$ cat config.mk
export PLATFORM = sky130hd
export DESIGN_NAME = gic_cpu_router
export DESIGN_NICKNAME = d
export VERILOG_FILES = /design/src/rtl/gic_pkg.sv /design/src/rtl/gic_rr_arbiter.sv /design/src/rtl/gic_cpu_router.sv
export SDC_FILE = /design/constraint.sdc
export NUM_CORES = 1
export LEC_CHECK = 0
export BUFFER_PORTS_ARGS = -buffer_cell sky130_fd_sc_hd__buf_2
export CAP_MARGIN = 40
export CORE_ASPECT_RATIO = 0.6
export CORE_MARGIN = 2
export CORE_UTILIZATION = 52
export CTS_BUF_LIST = sky130_fd_sc_hd__clkbuf_8
export DETAILED_ROUTE_END_ITERATION = 12
export GPL_ROUTABILITY_DRIVEN = 0
export GPL_TIMING_DRIVEN = 0
export HOLD_SLACK_MARGIN = 0.05
export PLACE_DENSITY = 0.72
export SYNTH_ARGS = -nofsm -noshare
export SYNTH_HDL_FRONTEND = slang
export SYNTH_SLANG_ARGS = --single-unit
$ cat constraint.sdc
create_clock -name clk -period 13.3 [get_ports clk]
set_input_delay 1.995 -clock clk [delete_from_list [all_inputs] [get_ports clk]]
set_output_delay 1.995 -clock clk [all_outputs]
set_load 0.03 [all_outputs]
$ cat src/rtl/gic_pkg.sv
// gic_pkg: shared ID width, per-CPU delivery states and ID reset constant for the GIC CPU router.
package gic_pkg;
    localparam int IRQ_ID_W = 11;
    localparam logic [IRQ_ID_W-1:0] ID_RST = '0;
    typedef enum logic [1:0] {IDLE, SIGNAL, ACTIVE, EOI} cpu_state_e;
endpackage

$ cat src/rtl/gic_rr_arbiter.sv
// gic_rr_arbiter: round-robin one-hot grant starting at rr_ptr, pointer moves past each grant.
module gic_rr_arbiter #(
    parameter int N = 8,
    localparam int PW = N > 1 ? $clog2(N) : 1
) (
    input  logic          clk,
    input  logic          rst_n,
    input  logic [N-1:0]  req_i,
    output logic [N-1:0]  gnt_o,
    output logic [PW-1:0] gnt_idx_o,
    output logic          gnt_vld_o
);
    logic [PW-1:0] ptr_q, ptr_d;
    always_comb begin
        gnt_vld_o = 1'b0;
        gnt_idx_o = '0;
        for (int k = 0; k < N; k++)
            if (!gnt_vld_o && req_i[(int'(ptr_q) + k) % N]) begin
                gnt_vld_o = 1'b1;
                gnt_idx_o = PW'((int'(ptr_q) + k) % N);
            end
        gnt_o = gnt_vld_o ? N'(1) << gnt_idx_o : '0;
        ptr_d = !gnt_vld_o ? ptr_q : gnt_idx_o == PW'(N - 1) ? '0 : gnt_idx_o + 1'b1;
    end
    always_ff @(posedge clk or negedge rst_n)
        if (!rst_n) ptr_q <= '0;
        else ptr_q <= ptr_d;
endmodule

$ cat src/rtl/gic_cpu_router.sv
// gic_cpu_router: per-CPU pending slot, IRQ/ack/EOI tracking and round-robin EOI return.
// Define GIC_ROUTER_ACK_TIMEOUT_EN to add per-CPU ack-timeout counters driving err_timeout.
module gic_cpu_router
    import gic_pkg::*;
#(
    parameter int NUM_CPUS    = 8,
    parameter int ID_WIDTH    = IRQ_ID_W,
    parameter int ACK_TIMEOUT = 1024
) (
    input  logic                         clk,
    input  logic                         rst_n,
    input  logic                         spi_valid,
    output logic                         spi_ready,
    input  logic [ID_WIDTH-1:0]          spi_id,
    input  logic [NUM_CPUS-1:0]          spi_target,
    output logic [NUM_CPUS-1:0]          cpu_irq,
    output logic [NUM_CPUS*ID_WIDTH-1:0] cpu_irq_id,
    input  logic [NUM_CPUS-1:0]          cpu_ack,
    input  logic [NUM_CPUS-1:0]          cpu_eoi,
    output logic                         eoi_valid,
    output logic [ID_WIDTH-1:0]          eoi_id,
    output logic                         err_proto,
    output logic                         err_timeout
);
    localparam int PW = NUM_CPUS > 1 ? $clog2(NUM_CPUS) : 1;
    if (ACK_TIMEOUT < 1) begin : g_bad_timeout
        $error("ACK_TIMEOUT must be positive");
    end
    cpu_state_e state_q [NUM_CPUS], state_d [NUM_CPUS];
    logic [ID_WIDTH-1:0] slot_id_q [NUM_CPUS], slot_id_d [NUM_CPUS];
    logic [ID_WIDTH-1:0] active_id_q [NUM_CPUS], active_id_d [NUM_CPUS];
    logic [ID_WIDTH-1:0] irq_id_q [NUM_CPUS], irq_id_d [NUM_CPUS];
    logic [NUM_CPUS-1:0] slot_vld_q, slot_vld_d, eoi_req, gnt, ack_err, eoi_err;
    logic [ID_WIDTH-1:0] eoi_id_q, eoi_id_d;
    logic [PW-1:0] gnt_idx;
    logic gnt_vld, xfer, eoi_valid_q, err_proto_q, err_proto_d;
    // Ready looks only at registered slots so a freed slot is refillable one cycle after ack.
    assign spi_ready = ~|(spi_target & slot_vld_q);
    assign xfer = spi_valid & spi_ready;
    assign eoi_valid = eoi_valid_q;
    assign eoi_id = eoi_id_q;
    assign err_proto = err_proto_q;
    always_comb
        for (int i = 0; i < NUM_CPUS; i++) begin
            eoi_req[i] = state_q[i] == EOI;
            cpu_irq[i] = state_q[i] == SIGNAL;
            cpu_irq_id[i*ID_WIDTH +: ID_WIDTH] = irq_id_q[i];
        end
    gic_rr_arbiter #(.N(NUM_CPUS)) u_eoi_arb (
        .clk       (clk),
        .rst_n     (rst_n),
        .req_i     (eoi_req),
        .gnt_o     (gnt),
        .gnt_idx_o (gnt_idx),
        .gnt_vld_o (gnt_vld)
    );
    always_comb begin
        for (int i = 0; i < NUM_CPUS; i++) begin
            state_d[i] = state_q[i];
            slot_vld_d[i] = slot_vld_q[i];
            slot_id_d[i] = slot_id_q[i];
            active_id_d[i] = active_id_q[i];
            irq_id_d[i] = irq_id_q[i];
            ack_err[i] = cpu_ack[i] && state_q[i] != SIGNAL;
            eoi_err[i] = cpu_eoi[i] && state_q[i] != ACTIVE;
            if (xfer && spi_target[i]) begin
                slot_vld_d[i] = 1'b1;
                slot_id_d[i] = spi_id;
            end
            case (state_q[i])
                IDLE: if (slot_vld_q[i]) begin
                    state_d[i] = SIGNAL;
                    irq_id_d[i] = slot_id_q[i];
                end
                SIGNAL: if (cpu_ack[i]) begin
                    state_d[i] = ACTIVE;
                    active_id_d[i] = slot_id_q[i];
                    slot_vld_d[i] = 1'b0;
                end
                ACTIVE: if (cpu_eoi[i]) state_d[i] = EOI;
                EOI: if (gnt[i]) state_d[i] = IDLE;
                default: state_d[i] = IDLE;
            endcase
        end
        eoi_id_d = gnt_vld ? active_id_q[gnt_idx] : eoi_id_q;
        err_proto_d = |ack_err || |eoi_err || (xfer && spi_target == '0);
    end
    always_ff @(posedge clk or negedge rst_n)
        if (!rst_n) begin
            for (int i = 0; i < NUM_CPUS; i++) begin
                state_q[i] <= IDLE;
                slot_id_q[i] <= ID_WIDTH'(ID_RST);
                active_id_q[i] <= ID_WIDTH'(ID_RST);
                irq_id_q[i] <= ID_WIDTH'(ID_RST);
            end
            slot_vld_q <= '0;
            eoi_valid_q <= 1'b0;
            eoi_id_q <= ID_WIDTH'(ID_RST);
            err_proto_q <= 1'b0;
        end else begin
            state_q <= state_d;
            slot_id_q <= slot_id_d;
            active_id_q <= active_id_d;
            irq_id_q <= irq_id_d;
            slot_vld_q <= slot_vld_d;
            eoi_valid_q <= gnt_vld;
            eoi_id_q <= eoi_id_d;
            err_proto_q <= err_proto_d;
        end
`ifdef GIC_ROUTER_ACK_TIMEOUT_EN
    localparam int TW = $clog2(ACK_TIMEOUT + 1);
    logic [TW-1:0] cnt_q [NUM_CPUS], cnt_d [NUM_CPUS];
    logic [NUM_CPUS-1:0] to_hit;
    logic err_timeout_q;
    // Counters idle at zero outside SIGNAL and saturate at the limit, so each wait pulses once.
    always_comb
        for (int i = 0; i < NUM_CPUS; i++) begin
            cnt_d[i] = state_q[i] != SIGNAL ? '0 : cnt_q[i] == TW'(ACK_TIMEOUT) ? cnt_q[i] : cnt_q[i] + 1'b1;
            to_hit[i] = state_q[i] == SIGNAL && cnt_q[i] == TW'(ACK_TIMEOUT - 1);
        end
    always_ff @(posedge clk or negedge rst_n)
        if (!rst_n) begin
            for (int i = 0; i < NUM_CPUS; i++) cnt_q[i] <= '0;
            err_timeout_q <= 1'b0;
        end else begin
            cnt_q <= cnt_d;
            err_timeout_q <= |to_hit;
        end
    assign err_timeout = err_timeout_q;
`else
    assign err_timeout = 1'b0;
`endif
endmodule

* After elaboration in Yosys (flattened, before gate mapping)
Cells that the tools add are included.
Storage, ports and cells: flip-flop bits (word level) 304, input port bits 38, output and inout bits 111, logic and storage cells 331
Operators by class: add/sub/neg operators 8, order comparisons 9, eq/ne operators 73, shifts and indexed selects 1, mux-type cells 108, bitwise gates (word level) 10, reduce and logical (&&, ||, !) cells 85
Operators with widths (number):
- $mux 2 | 32
- $ne 2x2->1 const B | 32
- $pmux 2 s4 | 8
- $mux 1 | 47
- $lt 4x5->1 const B | 7
- $bmux 11 s3 | 1
- $eq 2x2->1 const B | 16
- $logic_and 1x1->1 | 32
- $ne 2x1->1 const B | 16
- $reduce_and 2->1 | 16
- $reduce_and 4->1 | 8
- $mux 3 | 9
- $bmux 1 s3 | 8
- $reduce_or 8->1 | 3
- $mux 11 | 2
- $reduce_or 3->1 | 7
- $eq 2x1->1 const B | 8
- $logic_not 2->1 | 8
- $add 3x3->3 const B | 4
- $and 8x8->8 | 1
- $logic_not 1->1 | 8
- $logic_not 8->1 | 1
- $mux 8 | 1
- $shl 1x3->8 const A | 1
- other kinds (9) | 18

* Logic depth before layout (Yosys ltp)
Gate-level depths: netlist (run 1).
word-level depth 30, mapped depth 22, gate-level depth less buffers 15

* Hierarchy
From an unflattened synthesis (run 1), not the netlist that was laid out.
Second synthesis, totals: cells, all modules 982, area, all modules 14015.9 µm²
Modules (own cells, without submodules):
- gic_cpu_router | instances 1, cells each 840, area each 12710.9 µm², sequential area each 7532.2 µm²
- gic_rr_arbiter | instances 1, cells each 142, area each 1305.0 µm², sequential area each 75.1 µm²

* Worst setup path before layout (run 1)
Ideal clock, no wire load.
path type input -> output, start point in spi_target[0], end point out spi_ready, data arrival time 2.532 ns, data required time 11.305 ns, path slack 8.773 ns, stages 2, buffers on the path 0, cell sequence a22oi_1 > and4_1
On the way: longest elaborated chain between the ends 3
Ends and longest elaborated chain:
- from (decl) | RTL line gic_cpu_router.sv:15 | input logic [NUM_CPUS-1:0] spi_target,
- $and 8x8->8 | RTL line gic_cpu_router.sv:38 | assign spi_ready = ~|(spi_target & slot_vld_q);
- $reduce_or 8->1 | RTL line gic_cpu_router.sv:38
- $logic_not 1->1 | RTL line gic_cpu_router.sv:38
- to (decl) | RTL line gic_cpu_router.sv:13 | output logic spi_ready,
No other way between the ends.

* Worst setup path after layout (run 1)
start point reg u_eoi_arb.ptr_q[1], end point reg state_q[5] (netlist name)
On the way: longest elaborated chain between the ends 28, elaborated cells on any way between the ends 64, those cells by class add/sub (7); eq/ne (1); shift (1); mux (40); reduce/logical (15)
Ends and longest elaborated chain:
- from (decl) | RTL line gic_rr_arbiter.sv:13 | logic [PW-1:0] ptr_q, ptr_d;
- from (signal assigned) | RTL line gic_rr_arbiter.sv:27 | else ptr_q <= ptr_d;
- $add 3x1->3 or $bmux 1 s3 (tied branches) | RTL line gic_rr_arbiter.sv:18, gic_rr_arbiter.sv:20
- $bmux 1 s3 or $mux 1 (tied branches) | RTL line gic_rr_arbiter.sv:18 | if (!gnt_vld_o && req_i[(int'(ptr_q) + k) % N]) begin
- $mux 1 (not written as such) | RTL line gic_rr_arbiter.sv:18
- $mux 1 (not written as such) or $logic_not 1->1 (tied branches) | RTL line gic_rr_arbiter.sv:18
- $logic_and 1x1->1 | RTL line gic_rr_arbiter.sv:18
- $mux 1 | RTL line gic_rr_arbiter.sv:18
- $logic_not 1->1 | RTL line gic_rr_arbiter.sv:18
- $logic_and 1x1->1 | RTL line gic_rr_arbiter.sv:18
- (+12 left out)
- $mux 1 | RTL line gic_rr_arbiter.sv:18
- $logic_not 1->1 | RTL line gic_rr_arbiter.sv:18
- $logic_and 1x1->1 | RTL line gic_rr_arbiter.sv:18
- $mux 3 | RTL line gic_rr_arbiter.sv:18
- $shl 1x3->8 | RTL line gic_rr_arbiter.sv:22 | gnt_o = gnt_vld_o ? N'(1) << gnt_idx_o : '0;
- $mux 8 * | RTL line gic_rr_arbiter.sv:22
- $ne 2x2->1 (no source line) *
- $reduce_and 4->1 (no source line) *
- to (signal assigned) | RTL line gic_cpu_router.sv:101 | state_q <= state_d;
- to (decl) | RTL line gic_cpu_router.sv:29 | cpu_state_e state_q [NUM_CPUS], state_d [NUM_CPUS];
Mark *: on every way between the ends. The rest lies on a longest branch, timed or not. The select of a mux whose other input is x is not followed. A chain may end at the register's enable or synchronous reset.

==> flow_metrics.env, run 1 <==
export IMPL_die_h_um=131.8
export IMPL_worstMarginPinSlew_ns=0.6909
export IMPL_synth_top_cell_by_area="dfrtp_1"
export IMPL_die_w_um=217.1
export IMPL_path_cells="clkinv_1 > ha_1 > clkbuf_1 > buf_2 > mux4_2 > nor2b_1 > a211oi_1 > o21ai_0 > a21oi_1 > a21o_1 > buf_6 > buf_12 > buf_6 > ha_1 > or3b_1 > a221oi_2 > mux2_1"
export IMPL_clock_path_buffers=3
export IMPL_synth_seq_area_share_pct=53.71
export IMPL_worstPathArrival_ns=5.75
export IMPL_synth_area_leaders="dfrtp_1, mux2_2, ha_1"
export IMPL_grt_antenna_before_repair=0
export IMPL_clk_latency_ns=0.57
export IMPL_track_usage_pct=24.31
export IMPL_hold_end="cpu_irq_id[43]$_DFFE_PN0P_"
export IMPL_ff2ff_setup_slack_ns=8.00
export IMPL_drc=0
export IMPL_numClockSinks=304
export IMPL_dr_pass1_iters=5
export IMPL_fmax_mhz=188.6
export IMPL_final_hold_violation_count=0
export IMPL_status="finished, final reports clean"
export IMPL_start_util_pct=53.27
export IMPL_setup_viol=0
export IMPL_syn_inst=1008
export IMPL_syn_cell_area_um2=14160
export IMPL_avgSynthCellArea_um2=14.05
export IMPL_ys_warnings_count=0
export IMPL_cts_tree="done"
export IMPL_die_area_um2=28620
export IMPL_worstSetupPathType="register to register"
export IMPL_routed_wirelength_mm=34.29
export IMPL_numCtsBuffers=46
export IMPL_postCtsHoldBufs=0
export IMPL_holdPathStages=1
export IMPL_area_growth_pct=16.31
export IMPL_postRouteAntennaNets=0
export IMPL_first_global_vias=8962
export IMPL_async_flop_share_pct=100.0
export IMPL_cp_required_ns=13.75
export IMPL_critical_path_max_stage_delay_ns=0.57
export IMPL_wire_per_inst_um=21.37
export IMPL_grt_first_pass_wirelength_mm=53.40
export IMPL_yosysTopAreaCellShare_pct=53.71
export IMPL_hpwl_mm=25.52
export IMPL_synth_distinct_cells=62
export IMPL_synth_nets=1100
export IMPL_rsz0062_at_grt="no"
export IMPL_numPortBuffers=147
export IMPL_crit_path_start_kind="register"
export IMPL_final_cell_mix="dfrtp_1, mux2_2, buf_2"
export IMPL_num_vias=9042
export IMPL_slew_viol_final=0
export IMPL_fillers=2107
export IMPL_ys_seq_elements=304
export IMPL_synth_edff_count=0
export IMPL_grt_start_max_net_pins=126
export IMPL_hold_class="register to register"
export IMPL_critPathMaxFanout=11
export IMPL_grt_overflow_total=0
export IMPL_multi_input_area_um2=6093
export IMPL_setup_tns_ns=0
export IMPL_skew_ns=0.01819
export IMPL_rr_startpoint="u_eoi_arb.ptr_q[1]$_DFFE_PN0P_"
export IMPL_path_clk_slew_ns=0.07
export IMPL_ys_flop_type="dfrtp_1"
export IMPL_seq_area_um2=7607
export IMPL_ioPinCount=149
export IMPL_core_rowCount=46
export IMPL_viasPerCell=5.637
export IMPL_drv_cap=0
export IMPL_root_buffer="clkbuf_8"
export IMPL_fin_crit_sh_pct=39.86
export IMPL_regToRegEndpoint="state_q[5]$_DFFE_PN0P_"
export IMPL_drtIter0Drc=717
export IMPL_holdCritStartpoint="cpu_irq_id[43]$_DFFE_PN0P_"
export IMPL_drive_gt1_share_pct=44.81
export IMPL_fin_nets=1298
export IMPL_setup_worst_path_end_class="register"
export IMPL_slew_headroom_pct=52.62
export IMPL_h_tree_depth=2
export IMPL_cp_slowest_cell="mux4_2"
export IMPL_core_um2=26590
export IMPL_reg2regPathDepth=17
export IMPL_final_common_cell="dfrtp_1"
export IMPL_cts_repair_resized=0
export IMPL_postCtsSetupBuffers=0
export IMPL_fin_crit_ns=5.302
## metrics by stage
step	util, %	std cells	setup WS [ns]	hold WS (ns)	instance area (um^2)
global placement	57.73	1515	4.490	0.4824	15350
CTS	61.95	1603	8.118	0.5032	16470
global route	61.95	1603	7.755	0.5137	16470
detailed placement	57.99	1518	8.163	0.4887	15420
finish	61.96	1604	7.998	0.4979	16480
floorplan	-	1008	8.773	0.4738	14160
## per-layer routing
metal | track usage [%] | wire length [um] | up-vias
met5 | 0 | 0 | -
met4 | 6.545 | 768 | 0
met3 | 5.998 | 2645 | 62
met2 | 31.38 | 13250 | 317
met1 | 39.85 | 17620 | 4623
li1 | - | - | 4040
## synth_stat cells (3+ instances only)
cell type  number
a21oi_1        23
a221o_1         5
a221oi_1        5
a22oi_1         4
buf_2           3
buf_4           4
buf_6           4
clkbuf_1       33
dfrtp_1       304
ha_1           54
inv_1          50
mux2_1          3
mux2_2        272
mux2_4          3
mux2i_1        54
mux4_2         22
nand2_1        35
nand2b_1        3
nand3_1         4
nor2_1         29
nor2b_1         3
nor3_1          3
nor4_1          3
o21ai_0         4
o221a_1         7
o221a_2         4
o22ai_1        13
or3_1          11
xnor2_1         3
## cell families after synthesis
kind of cell	Yosys count	synth area share, %
buffers and inverters	99	3.277
AND/OR/NAND/NOR	100	3.366
other	1	0.02647
adder cells (fa/ha/maj)	54	4.770
XOR/XNOR	5	0.3092
multiplexers	354	29.49
AO/OA/AOI/OAI	91	5.053
flip-flops	304	53.71
## worst max-delay path: cells and delay by family (launching register included)
| kind | cells | cell delay [ns] |
|---|---|---|
| buffers and inverters | 6 | 1.42 |
| AOI/OAI and AO/OA | 5 | 1.14 |
| DFF | 1 | 0.49 |
| and+or+nand+nor | 2 | 0.61 |
| muxes | 2 | 0.93 |
| adders and majority gates | 2 | 0.60 |
## state kept, by name, summed over array words and instances (netlist names)
name,cells
eoi_id,11
slot_vld_q,8
state_q,16
slot_id_q,88
err_proto,1
cpu_irq_id,88
active_id_q,88
u_eoi_arb.ptr_q,3
eoi_valid,1
## cell type report
type	count	share of cell area [%]
Antenna cell	1	0.01519
Buffer	47	1.633
Clock buffer	59	4.929
Clock inverter	26	1.466
Inverter	52	1.185
Multi-Input combinational cell	605	36.98
Sequential cell	304	46.17
Tap cell	360	2.734
Timing Repair Buffer	150	4.883
## how the worst max path moves through the flow
stage                            endpoint                      startpoint  slack, ns  depth (start not counted)
2_1_floorplan                   spi_ready                   spi_target[0]       8.77                          2
4_1_cts            state_q[5]$_DFFE_PN0P_  u_eoi_arb.ptr_q[1]$_DFFE_PN0P_       8.12                         17
3_3_place_gp   cpu_irq_id[16]$_DFFE_PN0P_                           rst_n       4.49                          1
6_report           state_q[5]$_DFFE_PN0P_  u_eoi_arb.ptr_q[1]$_DFFE_PN0P_       8.00                         17
5_1_grt            state_q[5]$_DFFE_PN0P_  u_eoi_arb.ptr_q[1]$_DFFE_PN0P_       7.75                         17
3_5_place_dp       state_q[5]$_DFFE_PN0P_  u_eoi_arb.ptr_q[1]$_DFFE_PN0P_       8.16                         17
Power of run 1 is not shown: default switching activity piles up to over one toggle a cycle in this logic, so the estimate is an artifact.
==> run 2, diff against run 1 <==
- PLACE_DENSITY: 0.72 -> 0.75
- clock period: 13.3 -> 4.4 ns (I/O delays scaled with it)
==> run 2 against run 1 <==
  * Maximum frequency is 24% higher
  * Highest routed layer is now met5
  * Cell area up 1.1%
  * Register-to-register slack worse by 7.9 ns
  * Worst hold slack worse by 0.23 ns
  * Non-clock buffer count is 13 higher
==> flow_metrics.env, run 2 (synthesis gave the netlist of run 1 again) <==
export IMPL_first_global_vias=9063
export IMPL_core_um2=26590
export IMPL_worstSetupPathType="register to register"
export IMPL_root_buffer="clkbuf_8"
export IMPL_final_hold_violation_count=0
export IMPL_status="finished, final reports clean"
export IMPL_die_w_um=217.1
export IMPL_drtIter0Drc=769
export IMPL_h_tree_depth=2
export IMPL_placed_area_um2=15450
export IMPL_core_rowCount=46
export IMPL_clock_path_buffers=3
export IMPL_routed_wirelength_mm=34.79
export IMPL_drc=0
export IMPL_dr_pass1_iters=5
export IMPL_m1WireLength_mm=17.31
export IMPL_start_util_pct=53.27
export IMPL_drive_gt1_share_pct=45.49
export IMPL_fin_nets=1311
export IMPL_grt_overflow_total=0
export IMPL_worstPathArrival_ns=4.75
export IMPL_slew_headroom_pct=51.11
export IMPL_wire_per_inst_um=21.57
export IMPL_grt_antenna_before_repair=1
export IMPL_worstMarginPinSlew_ns=0.7333
export IMPL_cts_tree="done"
export IMPL_die_area_um2=28620
export IMPL_area_growth_pct=17.59
export IMPL_setup_worst_path_end_class="register"
export IMPL_grt_first_pass_wirelength_mm=54.12
export IMPL_critPathMaxFanout=10
export IMPL_final_common_cell="dfrtp_1"
export IMPL_skew_ns=0.02589
export IMPL_clk_latency_ns=0.59
export IMPL_fin_crit_sh_pct=97.16
export IMPL_numPortBuffers=147
export IMPL_slew_viol_final=0
export IMPL_hold_class="input pin to register"
export IMPL_antennaDiodeCount=0
export IMPL_ioPinCount=149
export IMPL_fmax_mhz=233.9
export IMPL_postRouteAntennaNets=0
export IMPL_placed_cells=1519
export IMPL_finalNonFillerCells=1613
export IMPL_viasPerCell=5.664
export IMPL_fin_area_um2=16660
export IMPL_grt_start_max_net_pins=101
export IMPL_hpwl_mm=25.48
export IMPL_cp_required_ns=4.87
export IMPL_top_layer_used="met5"
export IMPL_track_usage_pct=24.64
export IMPL_wl_met3_mm=2.813
export IMPL_final_cell_mix="dfrtp_1, mux2_2, buf_2"
export IMPL_crit_path_start_kind="register"
export IMPL_path_clk_slew_ns=0.07
export IMPL_numCtsBuffers=46
export IMPL_die_h_um=131.8
export IMPL_num_vias=9136
export IMPL_setup_viol=0
export IMPL_fin_crit_ns=4.275
export IMPL_numClockSinks=304
export IMPL_drv_cap=0
export IMPL_met2_length_mm=13.86
==> run 2: cell count changes in the layout (fill, tap and decap cells not counted), sizes merged <==
cell / before / now
clkinv: 15 / 2
buf: 164 / 175
inv: 56 / 64
clkbuf: 92 / 95
bufbuf: 0 / 1
bufinv: 4 / 3
diode: 1 / 0
dlygate4sd3: 0 / 1
==> run 2: path summary, 6_finish.rpt <==
check | start | to | slack, ns | cells past startpoint
worst max-delay path | u_eoi_arb.ptr_q[0]$_DFFE_PN0P_ | state_q[5]$_DFFE_PN0P_ | 0.12 | 18
worst min-delay path | cpu_ack[5] | slot_vld_q[5]$_DFF_PN0_ | 0.27 | 2
worst max register to register | u_eoi_arb.ptr_q[0]$_DFFE_PN0P_ | state_q[5]$_DFFE_PN0P_ | 0.12 | 18
worst min register to register | cpu_irq_id[60]$_DFFE_PN0P_ | cpu_irq_id[60]$_DFFE_PN0P_ | 0.50 | 1
max in group asynchronous | rst_n | slot_id_q[71]$_DFFE_PN0P_ | 2.22 | 5
min in group asynchronous | rst_n | state_q[0]$_DFFE_PN0P_ | 0.58 | 2
==> run 2: critical path, stage by stage, from the launching register on <==
cell and delay, ns:
dfrtp_1 0.36, buf_6 0.14, buf_12 0.13, inv_1 0.08, ha_1 0.28, clkbuf_4 0.17, buf_6 0.16, mux4_2 0.50
nor2b_1 0.15, a211oi_2 0.18, o21ai_0 0.15, a21oi_2 0.21, a21o_1 0.13, buf_6 0.11, buf_12 0.15, ha_1 0.18
or3b_4 0.42, a221oi_4 0.31, mux2_1 0.35
==> run 2: per-stage QoR <==
stage / setup slack, ns / hold WS, ns / utilization (%) / TNS [ns]
after CTS: 0.08137 / 0.2358 / 62.34 / 0
after global placement: -3.039 / 0.4831 / 57.75 / -912.92
after floorplan: 0.1035 / 0.3644 / - / 0
final: 0.1250 / 0.2726 / 62.64 / 0
after global routing: -0.01629 / 0.2608 / 62.64 / -0.03377
after detailed placement: -0.5634 / 0.4869 / 58.11 / -3.479
==> run 2: cell type report <==
class / instances / area [um^2]
clock buffer: 62 / 853.3
multi-input combinational: 605 / 6152
tap: 360 / 450.4
sequential: 304 / 7607
inverter: 52 / 197.7
buffer: 45 / 257.7
clock inverter: 20 / 172.7
timing repair buffer: 165 / 964.7
fill: 2070 / 9935
==> run 2: routing by layer <==
| layer | up-vias | GRT usage [%] |
|---|---|---|
| met4 | 4 | 6.507 |
| met5 | - | 2.000 |
| met3 | 54 | 6.344 |
| li1 | 4071 | - |
| met1 | 4674 | 39.72 |
| met2 | 333 | 32.23 |
==> run 2: repair_timing <==
| action | in CTS | in global routing |
|---|---|---|
| pin swaps | 3 | 2 |
| cloned | 1 | 0 |
| gates resized for setup | 10 | 9 |
| endpoints found under the setup margin | 15 | 6 |
| buffers inserted | 6 | 6 |
| endpoints found under the hold margin | 40 | 0 |
| hold buffers | 1 | 0 |
Power of run 2 is left out for the same reason.
==> run 3, diff against run 2 <==
- CORE_UTILIZATION: 52 -> 45
- PLACE_DENSITY: 0.75 -> 0.66
- SYNTH_HIERARCHICAL: unset -> 1
- TNS_END_PERCENT: unset -> 1
==> run 3 against run 2 <==
  * Non-clock buffer count down 2
  * Area after synthesis fell by 1.1%
  * Cell area decreased by 0.48%
  * Register-to-register slack barely moved
  * Worst setup slack gained 0.0026 ns
  * Worst hold slack improved by 0.15 ns
  * Critical path depth unchanged
  * Critical path type unchanged
  * Critical endpoint is now eoi_id[9]$_DFFE_PN0P_
  * Highest routed layer is now met4
==> flow_metrics.env, run 3 <==
export IMPL_status="finished, final reports clean"
export IMPL_skew_ns=0.03217
export IMPL_rr_startpoint="u_eoi_arb/ptr_q[1]$_DFFE_PN0P_"
export IMPL_final_common_cell="dfrtp_1"
export IMPL_hpwl_mm=26.37
export IMPL_core_rowCount=49
export IMPL_syn_inst=982
export IMPL_track_usage_pct=22.74
export IMPL_clock_path_buffers=3
export IMPL_dp_worst_setup_slack_ns=-0.8062
export IMPL_synth_most_common_cell="dfrtp_1"
export IMPL_placed_area_um2=15330
export IMPL_synth_nets=1066
export IMPL_drv_cap=0
export IMPL_synth_commonest_cells="dfrtp_1, mux2_2, inv_1"
export IMPL_antennaDiodeCount=0
export IMPL_slew_headroom_pct=45.45
export IMPL_setup_worst_path_end_class="register"
export IMPL_async_flop_share_pct=100.0
export IMPL_final_cell_mix="dfrtp_1, mux2_2, buf_2"
export IMPL_ff2ff_setup_slack_ns=0.13
export IMPL_root_buffer="clkbuf_8"
export IMPL_slew_viol_final=0
export IMPL_final_hold_violation_count=0
export IMPL_setup_viol=0
export IMPL_drtIter0Drc=867
export IMPL_worstMarginPinSlew_ns=0.8182
export IMPL_dr_pass1_iters=5
export IMPL_cts_tree="done"
export IMPL_grt_overflow_total=0
export IMPL_clk_latency_ns=0.58
export IMPL_die_area_um2=32620
export IMPL_start_util_pct=46.28
export IMPL_ys_warnings_count=6
export IMPL_worstPathArrival_ns=4.68
export IMPL_numCtsBuffers=47
export IMPL_area_growth_pct=18.26
export IMPL_syn_cell_area_um2=14020
export IMPL_synth_area_leaders="dfrtp_1, mux2_2, mux4_2"
export IMPL_h_tree_depth=2
export IMPL_synth_distinct_cells=63
export IMPL_viasPerCell=5.583
export IMPL_core_um2=30290
export IMPL_fin_crit_ns=4.272
export IMPL_fin_nets=1279
export IMPL_yosysTopAreaCellShare_pct=54.28
export IMPL_numPortBuffers=146
export IMPL_hold_end="err_proto$_DFF_PN0_"
export IMPL_ys_seq_elements=304
export IMPL_first_global_vias=8930
export IMPL_critPathMaxFanout=10
export IMPL_setup_slack_ns=0.1276
export IMPL_fin_crit_sh_pct=97.10
export IMPL_holdPathStages=3
export IMPL_routed_wirelength_mm=36.78
export IMPL_grt_start_max_net_pins=119
export IMPL_cp_required_ns=4.81
export IMPL_wire_per_inst_um=22.51
export IMPL_grt_antenna_before_repair=1
export IMPL_synth_seq_area_share_pct=54.28
export IMPL_die_h_um=140.7
export IMPL_drive_gt1_share_pct=48.61
export IMPL_setup_tns_ns=0
export IMPL_reg2regPathDepth=18
export IMPL_hold_class="input pin to register"
export IMPL_grt_first_pass_wirelength_mm=55.30
export IMPL_postRouteAntennaNets=0
export IMPL_avgSynthCellArea_um2=14.27
export IMPL_fmax_mhz=234.1
export IMPL_numClockSinks=304
export IMPL_path_clk_slew_ns=0.07
export IMPL_die_w_um=231.8
export IMPL_ioPinCount=149
export IMPL_fin_area_um2=16580
export IMPL_regToRegEndpoint="eoi_id[9]$_DFFE_PN0P_"
export IMPL_crit_start="u_eoi_arb/ptr_q[1]$_DFFE_PN0P_"
export IMPL_crit_path_start_kind="register"
export IMPL_drc=0
export IMPL_num_vias=9122
export IMPL_synth_edff_count=0
export IMPL_holdCritStartpoint="cpu_ack[6]"
export IMPL_ys_flop_type="dfrtp_1"
export IMPL_fillers=2536
export IMPL_worstSetupPathType="register to register"
export IMPL_synth_top_cell_by_area="dfrtp_1"
run 3: cell types whose count changed after synthesis, sizes merged, moves of 4 or more:
cell | previous run | this run
a21boi | 0 | 9
a221o | 5 | 1
clkbuf | 33 | 20
and3 | 0 | 8
mux4 | 22 | 36
or3 | 12 | 2
buf | 14 | 24
inv | 51 | 56
o221a | 11 | 0
mux2i | 54 | 30
ha | 54 | 46
nand4 | 1 | 8
run 3: repair_timing:
action	CTS	global route
endpoints found under the setup margin	27	25
setup buffers	5	9
cloned	0	0
resized for setup	20	25
pin swaps	6	9
hold buffers	1	0
endpoints found under the hold margin	3	0
run 3: final cells by class:
type | count | area, um^2 | share of cell area, %
timing repair buffer | 164 | 914.6 | 5.518
multi-input combinational | 578 | 6115 | 36.89
buffer | 44 | 277.8 | 1.676
tap | 408 | 510.5 | 3.080
clock buffer | 60 | 825.8 | 4.982
inverter | 56 | 210.2 | 1.268
clock inverter | 20 | 115.1 | 0.6944
sequential | 304 | 7607 | 45.89
run 3: critical path: stages (launching register included):
cell,delay [ns]
dfrtp_1,0.40
buf_6,0.14
buf_12,0.14
inv_2,0.05
ha_1,0.22
buf_6,0.15
buf_6,0.15
or3_1,0.34
a311o_1,0.37
a211oi_2,0.28
buf_6,0.16
o211a_1,0.16
a21oi_2,0.05
or3_4,0.45
buf_4,0.19
buf_6,0.16
mux4_2,0.43
mux2i_1,0.18
a21oi_1,0.09
run 3: worst max path at each step:
stage,to,depth (start not counted)
2_1_floorplan,state_q[1]$_DFFE_PN0P_,18
3_3_place_gp,cpu_irq_id[49]$_DFFE_PN0P_,1
3_5_place_dp,eoi_id[7]$_DFFE_PN0P_,17
4_1_cts,state_q[13]$_DFFE_PN0P_,18
5_1_grt,state_q[11]$_DFFE_PN0P_,20
6_report,eoi_id[9]$_DFFE_PN0P_,18
run 3: cells by family (layout without fill, tap and decap cells):
group	Yosys count	count (layout)	synth area share (%)
simple gates	104	104	3.714
fa+ha+maj	46	46	4.106
other cells	1	1	0.02676
buf+inv	100	344	3.089
flops	304	304	54.28
xor+xnor	3	3	0.1875
compound gates	81	81	4.312
mux	343	343	30.29
run 3: per-layer routing:
metal | vias up | share of wire [%] | global-route usage [%]
met5 | - | 0 | 0
met4 | 0 | 1.7 | 5.094
met3 | 58 | 7.8 | 5.461
met2 | 315 | 41 | 31.31
met1 | 4758 | 49 | 35.95
li1 | 3991 | - | -
run 3: metrics by stage:
stage | util (%) | std cells | hold slack [ns]
floorplan | - | 982 | 0.3644
global placement | 50.38 | 1536 | 0.4826
detailed placement | 50.60 | 1539 | 0.4868
CTS | 54.14 | 1625 | 0.3866
global route | 54.73 | 1634 | 0.4217
finish | 54.73 | 1634 | 0.4247
Power of run 3 is left out for the same reason.
